===== src/rtl/spike_input_queue.sv =====
// spike_input_queue
//   Buffers single-cycle presynaptic spike pulses and presents them, oldest
//   first, to the network controller's spike input port. Absorbs bursts while
//   the controller is busy; when full, new spikes are dropped and counted.
//
// Ports
//   clk, reset        clock, asynchronous active-high reset
//   clear             synchronous flush of queued entries (drop_count and
//                     ack_err are kept)
//   spike_valid/index incoming spike pulse and its presynaptic index
//   spike_ready       queue can accept a spike this cycle
//   input_occurred    queue non-empty (to controller)
//   input_index       head entry (to controller)
//   input_ack         controller consumes the head entry
//   level             current occupancy
//   drop_count        saturating count of spikes lost to a full queue
//   ack_err           sticky: input_ack seen while the queue was empty
module spike_input_queue #(
    parameter int SR_DEPTH = 16384,
    parameter int Q_DEPTH  = 8,
    parameter int DROP_W   = 16,
    localparam int IW = $clog2(SR_DEPTH),
    localparam int LW = $clog2(Q_DEPTH + 1),
    localparam int PW = $clog2(Q_DEPTH)
) (
    input  logic              clk,
    input  logic              reset,
    input  logic              clear,
    input  logic              spike_valid,
    input  logic [IW-1:0]     spike_index,
    output logic              spike_ready,
    output logic              input_occurred,
    output logic [IW-1:0]     input_index,
    input  logic              input_ack,
    output logic [LW-1:0]     level,
    output logic [DROP_W-1:0] drop_count,
    output logic              ack_err
);

    logic [IW-1:0]     mem_q [Q_DEPTH];
    logic [IW-1:0]     mem_d [Q_DEPTH];
    logic [PW-1:0]     rd_ptr_q, rd_ptr_d;
    logic [PW-1:0]     wr_ptr_q, wr_ptr_d;
    logic [LW-1:0]     count_q, count_d;
    logic [DROP_W-1:0] drop_q, drop_d;
    logic              ack_err_q, ack_err_d;

    logic not_full;
    logic pop;
    logic push;

    // Pointer wrap handles non-power-of-two depths.
    function automatic logic [PW-1:0] next_ptr(input logic [PW-1:0] p);
        next_ptr = (p == PW'(Q_DEPTH - 1)) ? '0 : p + PW'(1);
    endfunction

    function automatic logic [DROP_W-1:0] sat_inc(input logic [DROP_W-1:0] v);
        sat_inc = (v == '1) ? v : v + DROP_W'(1);
    endfunction

    always_comb begin
        not_full = (count_q < LW'(Q_DEPTH));
        pop      = input_ack && (count_q != '0);
        // A full queue being popped this cycle frees the slot for the new spike.
        push     = spike_valid && (not_full || pop);

        mem_d     = mem_q;
        rd_ptr_d  = rd_ptr_q;
        wr_ptr_d  = wr_ptr_q;
        count_d   = count_q;
        drop_d    = drop_q;
        ack_err_d = ack_err_q || (input_ack && (count_q == '0));

        if (clear) begin
            // Flush wins over any push/pop; a coincident spike is not a drop.
            rd_ptr_d = '0;
            wr_ptr_d = '0;
            count_d  = '0;
        end else begin
            if (push) begin
                mem_d[wr_ptr_q] = spike_index;
                wr_ptr_d        = next_ptr(wr_ptr_q);
            end
            if (pop) begin
                rd_ptr_d = next_ptr(rd_ptr_q);
            end
            case ({push, pop})
                2'b10:   count_d = count_q + LW'(1);
                2'b01:   count_d = count_q - LW'(1);
                default: count_d = count_q;
            endcase
            if (spike_valid && !push) begin
                drop_d = sat_inc(drop_q);
            end
        end
    end

    always_ff @(posedge clk or posedge reset) begin
        if (reset) begin
            for (int i = 0; i < Q_DEPTH; i++) begin
                mem_q[i] <= '0;
            end
            rd_ptr_q  <= '0;
            wr_ptr_q  <= '0;
            count_q   <= '0;
            drop_q    <= '0;
            ack_err_q <= 1'b0;
        end else begin
            mem_q     <= mem_d;
            rd_ptr_q  <= rd_ptr_d;
            wr_ptr_q  <= wr_ptr_d;
            count_q   <= count_d;
            drop_q    <= drop_d;
            ack_err_q <= ack_err_d;
        end
    end

    assign spike_ready    = not_full || pop;
    assign input_occurred = (count_q != '0);
    assign input_index    = mem_q[rd_ptr_q];
    assign level          = count_q;
    assign drop_count     = drop_q;
    assign ack_err        = ack_err_q;

endmodule


===== config.mk =====
export PLATFORM = sky130hd
export DESIGN_NAME = spike_input_queue
export DESIGN_NICKNAME = d
export VERILOG_FILES = /design/src/rtl/spike_input_queue.sv
export SDC_FILE = /design/constraint.sdc
export NUM_CORES = 1
export LEC_CHECK = 0
export CAP_MARGIN = 20
export CORE_MARGIN = 4
export CORE_UTILIZATION = 50
export CTS_CLUSTER_DIAMETER = 30
export DETAILED_ROUTE_END_ITERATION = 8
export PLACE_DENSITY = 0.81
export SETUP_SLACK_MARGIN = 0.15
export SLEW_MARGIN = 15
export SYNTH_ARGS = -nofsm -noshare
export SYNTH_HDL_FRONTEND = slang
export SYNTH_SLANG_ARGS = --single-unit
export TNS_END_PERCENT = 5

===== constraint.sdc =====
create_clock -name clk -period 4.1 [get_ports clk]
set_clock_uncertainty 0.05 [all_clocks]
set_input_delay 0.615 -clock clk [delete_from_list [all_inputs] [get_ports clk]]
set_output_delay 0.615 -clock clk [all_outputs]
set_load 0.01 [all_outputs]

; ---- Yosys cells after proc, flatten, opt, wreduce, memory -nomap -nowiden
; Index checks and enable logic that the tools add are counted.
[word_totals]
input_bits = 19
latchBits = 0
output_inout_bits = 37
mem_bits_rw = 0
mem_bits_ro = 0
mem_count = 0
elab_cells = 60
ff_bits = 139
[op_classes]
mux = 14
n_bitwise = 4
n_div = 0
n_eq_ne = 5
addsub = 5
n_mul = 0
shift = 0
n_reduce_logical = 15
order_cmp = 4
[op_table]
columns = operator, count
row1 = bitwise mux 112 bit, 1
row2 = binary-select mux 14 bit (select 3 bit), 1
row3 = demux 14 bit (select 3 bit), 1
row4 = two-way mux 14 bit, 3
row5 = two-way mux 3 bit, 6
row6 = adder 16 x 1 -> 16 bit (second input constant), 1
row7 = equality test 16 bit (second input constant), 1
row8 = >= comparator 4 bit (second input constant), 2
row9 = NOT 3 -> 4 bit, 2
row10 = one-hot mux 4 bit (2 select lines), 1
row11 = adder 3 x 1 -> 3 bit (second input constant), 2
row12 = equality test 3 bit (second input constant), 2
row13 = logical AND 1 bit, 5
row14 = adder 4 x 1 -> 4 bit (second input constant), 1
row15 = logical NOT 4 bit, 1
row16 = < comparator 4 x 1 -> 1 bit (second input constant), 1
row17 = < comparator 4 bit (second input constant), 1
row18 = two-way mux 4 bit, 1
row19 = nonzero test 2 bit, 2
row20 = nonzero test 4 bit, 1
row21 = subtractor 4 x 1 -> 4 bit (second input constant), 1
row22 = AND reduction 3 bit, 1
row23 = nonzero test 3 bit, 1
row24 = equality test 2 x 1 -> 1 bit (second input constant), 1
row25 = 5 further kinds, 7

; ---- Logic depth before layout (Yosys ltp)
; Gate-level depths: netlist (run 1).
[logic_depth]
depth_word = 7
mapped_depth = 9
depth_no_buf = 8

; ---- Least setup slack after synthesis (run 1)
; OpenSTA, ideal clock, no wires.
[synth_path]
kind = reg2reg
startpoint = reg count_q[1], in the netlist level[1]
endpoint = reg count_q[2], in the netlist level[2]
synth_period_minus_slack_ps = 2388
path_stages_with_launch = 9
path_slack_ps = 1712
setup_time_ps = 121
required_ps = 3929
n_path_buf = 1
t_arrival_ps = 2217
cell_sequence = dfrtp_1 clkbuf_2 o41ai_4 nor2_1 xor2_1 ha_1 or3_1 and3_1 o22a_1
[synth_via]
elab_chain_len = 7
elab_cells_between_ends = 12
cone_classes = add/sub: 2 / order compare: 1 / eq/ne: 2 / mux: 2 / reduce/logical: 5
[synth_rtl]
columns = item, line
row1 = start: declaration, 44  ; logic [LW-1:0] count_q, count_d;
row2 = start signal: assignment, 112  ; count_q <= count_d;
row3 = "parallel branches: the longest is 7 deep, another holds < comparator 4 bit", n/a
; Parallel ways; which one is timed is not known.
; A chain may end at the register's enable or synchronous reset.

; ---- Worst setup path in the final report (run 1)
[layout_path]
startpoint = reg rd_ptr_q[1]
endpoint = out input_index[12]
[layout_via]
elab_chain_len = 4
[layout_rtl]
columns = item, line
row1 = start: declaration, 42  ; logic [PW-1:0] rd_ptr_q, rd_ptr_d;
row2 = start signal: assignment, 110  ; rd_ptr_q <= rd_ptr_d;
row3 = NOT 3 -> 4 bit (not written as such), 120  ; assign input_index = mem_q[rd_ptr_q];
row4 = binary-select mux 14 bit (select 3 bit), 120
row5 = two-way mux 14 bit (not written as such) (2 in series), 120
row6 = end: declaration, 33  ; output logic [IW-1:0] input_index,
; No other way between the ends. The select of a mux whose other input is x is not followed.

==> impl_metrics.py, run 1 <==
metrics = {
    "run_status": {
        "status": "finished, final reports clean",
    },
    "clock_network": {
        "ctsHoldBuffers": 0,
        "clock-sinks": 139,
        "clock_latency_ns": 0.42,
        "clock_path_buffers": 2,
        "cts-root-buf": "clkbuf_16",
        "cts_tree": "done",
        "cts-buffers-inserted": 17,
        "ctsResizeCount": 0,
        "post_cts_buffers": 0,
        "htreeDepth": 4,
        "clk_pin_slew_ns": 0.06,
    },
    "sta": {
        "final_hold_viol_count": 0,
        "whs_ns": 0.410,
        "setup_ws_ns": 0.864,
        "fmax_mhz": 309,
        "max_slew_margin": 0.380,
        "setup_tns_ns": 0,
        "drv_slew": 0,
        "rsz0062_at_grt": "no",
        "fin_crit_sh": 0.789,
        "final-setup-viol-count": 0,
        "worst_pin_slew_ns": 0.930,
        "final.min_clock_period_ns": 3.24,
    },
    "synthesis": {
        "ys_warn_count": 0,
        "ys_types": 51,
        "synth_nets": 487,
        "synth_edf_count": 0,
        "synth_cells": 461,
        "synthesis.area_sq_mm": 0.00675,
        "synth_flop_cell": "dfrtp_1",
        "ys_seq_elements": 139,
        "async_flop_share": 1.00,
        "avgSynthCellArea_sq_um": 14.6,
        "synth_seq_area_share": 0.516,
    },
    "die": {
        "die_h_um": 124,
        "rows": 42,
        "initial_utilization": 0.509,
        "boundaryPins": 56,
        "die_area_sq_mm": 0.0154,
        "core_area_sq_mm": 0.0132,
        "die_x_um": 124,
    },
    "routing": {
        "ant_nets": 0,
        "routed_wl_um": 13600,
        "via_count": 4078,
        "via_per_inst": 5.77,
        "drcViolationCount": 0,
        "dr.pass1.iters": 6,
        "wl_per_cell_um": 19.3,
        "first_iter_violations": 264,
    },
    "pwr": {
        "leakage_nw": 3.64,
        "combPwrFrac": 0.272,
        "powerDensity_mw_per_mm2": 582,
        "p_seq_frac": 0.397,
        "swShare": 0.272,
        "vdd_drop_max_mv": 0.355,
        "switching_power_w": 0.00128,
        "pwr-share-clk": 0.330,
        "cellInternalPower_w": 0.00343,
    },
    "grt": {
        "grt_overflow": 0,
        "grt.total_usage": 0.192,
        "grt_pass1_wl_um": 22400,
        "grt_max_degree": 64,
        "grt_antenna_before_repair": 0,
        "first_global_vias": 4287,
    },
    "placement": {
        "dp_slack_ns": 0.860,
        "placed_cells": 674,
        "port_buffers": 55,
        "hpwl_um": 8890,
        "place.gp.congestion": 0.851,
    },
    "final_layout": {
        "final_common_cell": "dfrtp_1",
        "layout.core_utilization": 0.610,
        "final_cells": 707,
        "seq_area_sq_mm": 0.00348,
        "antenna_cells": 0,
        "layout.cells.most_common_list": "138 x dfrtp_1, 129 x mux2_2, 55 x clkdlybuf4s50_1",
        "layout.nets": 544,
        "nFillCells": 987,
        "drive_gt1_frac": 0.403,
        "area_growth_pct": 19.7,
        "multi_input_area_sq_mm": 0.00308,
    },
    "setup_path": {
        "start_kind": "flop",
        "crit_path_max_fanout": 28,
        "crit_type": "flop to output pin",
        "crit_required_ns": 3.43,
        "reg2reg_depth": 7,
        "arrival_ns": 2.57,
        "cp-end-kind": "output pin",
    },
    "job": {
        "drv_cap": 0,
    },
    "hold_path": {
        "hp-class": "flop to flop",
        "holdPathStages": 1,
    },
}
[cell type report]
type / count / area share
Sequential cell: 139 / 0.431
Inverter: 6 / 0.00325
Clock buffer: 21 / 0.0570
Multi-Input combinational cell: 289 / 0.382
Tap cell: 176 / 0.0273
Clock inverter: 11 / 0.0177
Timing Repair Buffer: 65 / 0.0821
[metal layers]
metal | up-vias | track usage | share of wire | wire, um
met3 | 22 | 0.0586 | 0.050 | 681
li1 | 1844 | - | - | -
met1 | 2117 | 0.259 | 0.45 | 6100
met2 | 95 | 0.301 | 0.49 | 6660
met5 | - | 0 | 0 | 0
met4 | 0 | 0.0616 | 0.015 | 202
[sequential cells by signal, summed over array words and instances (netlist names)]
signal and flops:
ack_err 1, drop_count 16, level 4, mem_q 112, rd_ptr_q 3, wr_ptr_q 3
[Yosys cell counts (3+ instances only)]
master    count  area share
dfrtp_1     139        0.52
ha_1          7       0.013
nand3_1       7      0.0052
mux2_2      129        0.22
xor2_1        6      0.0078
xnor2_1       6      0.0078
nor3b_1       3      0.0033
and3_1        6      0.0056
nand2_1      15      0.0083
a21oi_1      14       0.010
clkbuf_1      5      0.0028
mux4_2       28       0.093
nand4_1      10      0.0093
nor3_1        4      0.0030
buf_2        12      0.0089
nor2_1       12      0.0067
inv_1         6      0.0033
buf_4         5      0.0056
o21ai_0       5      0.0037
[power by group through the flow]
stage	combinational (W)	sequential, W	clock [W]
after CTS	0.00130	0.00187	0.00158
after global routing	0.00139	0.00190	0.00165
after floorplan	0.000903	0.00179	0
final	0.00128	0.00187	0.00155
after global placement	0.00125	0.00187	0
after detailed placement	0.00129	0.00189	0
[worst paths after layout]
kind | from | to | slack (ns)
hold / removal | ack_err | ack_err | 0.41
hold reg to reg | ack_err | ack_err | 0.41
setup / recovery | rd_ptr_q[1] | input_index[12] | 0.86
setup reg to reg | level[0] | level[2] | 1.58
min in group asynchronous | reset | mem_q[108] | 0.52
max in group asynchronous | reset | mem_q[86] | 2.49
[critical path, cell delays in order, from the launching register on]
cell and delay [ns]:
dfrtp_1 0.38, buf_4 0.43, mux4_2 0.57, mux2_2 0.29, clkdlybuf4s50_1 0.48
[kinds of logic after synthesis]
group | synth area share
AOI/OAI and AO/OA | 0.0291
xor gates and xnor gates | 0.0156
adders and majority gates | 0.0130
buffers and inverters | 0.0273
DFF | 0.516
muxes | 0.312
and+or+nand+nor | 0.0877
[through the flow]
step           cell area, sq um  total power (W)
3_3_place_gp               7450          0.00313
4_1_cts                    8060          0.00475
2_1_floorplan              6750          0.00269
6_report                   8080          0.00470
5_1_grt                    8080          0.00494
3_5_place_dp               7450          0.00318
Note: power is estimated with default switching activity, not from simulation.
==> inputs of run 2 (changes only) <==
--- a/config.mk
+++ b/config.mk
@@ -10,7 +10,7 @@
 export CORE_UTILIZATION = 50
 export CTS_CLUSTER_DIAMETER = 30
 export DETAILED_ROUTE_END_ITERATION = 8
-export PLACE_DENSITY = 0.81
+export PLACE_DENSITY = 0.78
 export SETUP_SLACK_MARGIN = 0.15
 export SLEW_MARGIN = 15
 export SYNTH_ARGS = -nofsm -noshare
==> constraint.sdc (replaced) <==
create_clock -name clk -period 3.2 [get_ports clk]
set_clock_uncertainty 0.05 [all_clocks]
set_input_delay 0.48 -clock clk [delete_from_list [all_inputs] [get_ports clk]]
set_output_delay 0.48 -clock clk [all_outputs]
set_load 0.01 [all_outputs]
==> run 2 against run 1 <==
- worst hold slack is essentially flat
- total power grew 26%
- via count grew 0.78%
- clock power grew 21%
- largest cell class unchanged
- highest routed layer unchanged
==> impl_metrics.py, run 2 (same netlist as run 1, synthesis figures left out) <==
metrics = {
    "run_status": {
        "status": "finished, final reports clean",
    },
    "routing": {
        "via_per_inst": 5.76,
        "via_count": 4110,
        "routed_wl_um": 13800,
        "drcViolationCount": 0,
        "dr.pass1.iters": 4,
        "first_iter_violations": 263,
        "ant_nets": 0,
        "wl_per_cell_um": 19.3,
    },
    "die": {
        "boundaryPins": 56,
        "initial_utilization": 0.509,
        "die_h_um": 124,
        "die_x_um": 124,
        "core_area_sq_mm": 0.0132,
        "rows": 42,
        "die_area_sq_mm": 0.0154,
    },
    "hold_path": {
        "hp-class": "flop to flop",
    },
    "clock_network": {
        "clock-sinks": 139,
        "cts-root-buf": "clkbuf_16",
        "clock_latency_ns": 0.41,
        "ctsResizeCount": 0,
        "clk_pin_slew_ns": 0.06,
        "ctsHoldBuffers": 0,
        "cts-buffers-inserted": 17,
        "htreeDepth": 4,
        "cts_tree": "done",
        "post_cts_buffers": 0,
        "clock_path_buffers": 2,
    },
    "setup_path": {
        "crit_type": "flop to output pin",
        "crit_path_top_delay_cell": "mux4_2",
        "crit_path_max_fanout": 19,
        "start_kind": "flop",
        "r2r_slack_ns": 0.66,
        "crit_family": "multiplexers",
        "crit_required_ns": 2.67,
        "crit_chain": "buf_4, mux4_2, mux2_2, clkdlybuf4s50_1",
        "cp-end-kind": "output pin",
        "slowest_delay_ns": 0.55,
        "path_buf_inv": 2,
        "arrival_ns": 2.42,
    },
    "job": {
        "drv_cap": 0,
    },
    "placement": {
        "place.gp.congestion": 0.863,
        "hpwl_um": 8720,
        "port_buffers": 55,
        "dp_slack_ns": 0.417,
    },
    "pwr": {
        "finalPower_w": 0.00592,
        "powerDensity_mw_per_mm2": 732,
        "swShare": 0.273,
        "switching_power_w": 0.00161,
        "pwr-share-clk": 0.317,
        "vdd_drop_max_mv": 0.518,
        "p_seq_frac": 0.398,
        "leakage_nw": 3.66,
        "combPwrFrac": 0.284,
        "cellInternalPower_w": 0.00430,
    },
    "final_layout": {
        "final_common_cell": "dfrtp_1",
        "nFillCells": 1026,
        "drive_gt1_frac": 0.407,
        "top_register": "mem_q",
        "area_growth_pct": 19.9,
        "layout.nets": 551,
        "layout.core_utilization": 0.611,
        "largest_register_ffs": 112,
        "antenna_cells": 0,
        "layout.cells.most_common_list": "138 x dfrtp_1, 129 x mux2_2, 55 x clkdlybuf4s50_1",
    },
    "sta": {
        "final-setup-viol-count": 0,
        "drv_slew": 0,
        "final.min_clock_period_ns": 2.95,
        "fin_crit_sh": 0.921,
        "setup_tns_ns": 0,
        "final_hold_viol_count": 0,
        "fmax_mhz": 339,
        "worst_pin_slew_ns": 0.699,
        "max_slew_margin": 0.533,
        "rsz0062_at_grt": "yes",
        "whs_ns": 0.410,
        "setup_ws_ns": 0.254,
    },
    "grt": {
        "grt_pass1_wl_um": 23100,
        "first_global_vias": 4409,
        "grt_antenna_before_repair": 0,
        "grt.total_usage": 0.196,
        "grt_max_degree": 75,
        "grt_overflow": 0,
    },
}
run 2: changes by cell type in the layout (fill, tap and decap cells not counted):
cell / previous run / this run
clkbuf_1: 2 / 4
buf_12: 3 / 2
clkinv_2: 4 / 3
bufinv_16: 3 / 1
clkinvlp_4: 3 / 2
clkbuf_8: 2 / 5
inv_6: 1 / 0
buf_4: 7 / 14
buf_6: 0 / 1
run 2: routing by layer:
metal | vias to the layer above | wire length, um | GRT usage
met4 | 0 | 206 | 0.0554
met3 | 16 | 653 | 0.0554
met5 | - | 0 | 0
met2 | 93 | 6740 | 0.314
li1 | 1858 | - | -
met1 | 2143 | 6200 | 0.265
run 2: power by group through the flow:
stage / Clock [W] / Sequential [W] / Combinational [W]
global placement: 0 / 0.00235 / 0.00165
detailed placement: 0 / 0.00238 / 0.00169
CTS: 0.00190 / 0.00236 / 0.00171
finish: 0.00188 / 0.00236 / 0.00168
global route: 0.00200 / 0.00241 / 0.00184
floorplan: 0 / 0.00229 / 0.00116
run 2: area by class of cell:
type | count | area, sq um | area share
multi-input cells | 289 | 3080 | 0.381
well taps | 176 | 220 | 0.0272
flip-flops and latches | 139 | 3480 | 0.430
inverters | 6 | 26.3 | 0.00325
repair buffers | 72 | 707 | 0.0874
clock buffers | 26 | 509 | 0.0630
clock inverters | 6 | 61.3 | 0.00758
run 2: per-stage QoR:
stage                     instance area, sq um  instances
after floorplan                           6750        461
final                                     8090        714
after detailed placement                  7510        682
after global placement                    7510        682
after global routing                      8090        714
after CTS                                 8080        714
run 2: final timing paths:
| kind | to | startpoint | cells past startpoint |
|---|---|---|---|
| max in group asynchronous | mem_q[51] | reset | 3 |
| setup / recovery | input_index[8] | rd_ptr_q[1] | 4 |
| min in group asynchronous | mem_q[38] | reset | 2 |
| setup reg to reg | level[2] | level[0] | 7 |
| hold reg to reg | ack_err | ack_err | 1 |
| hold / removal | ack_err | ack_err | 1 |
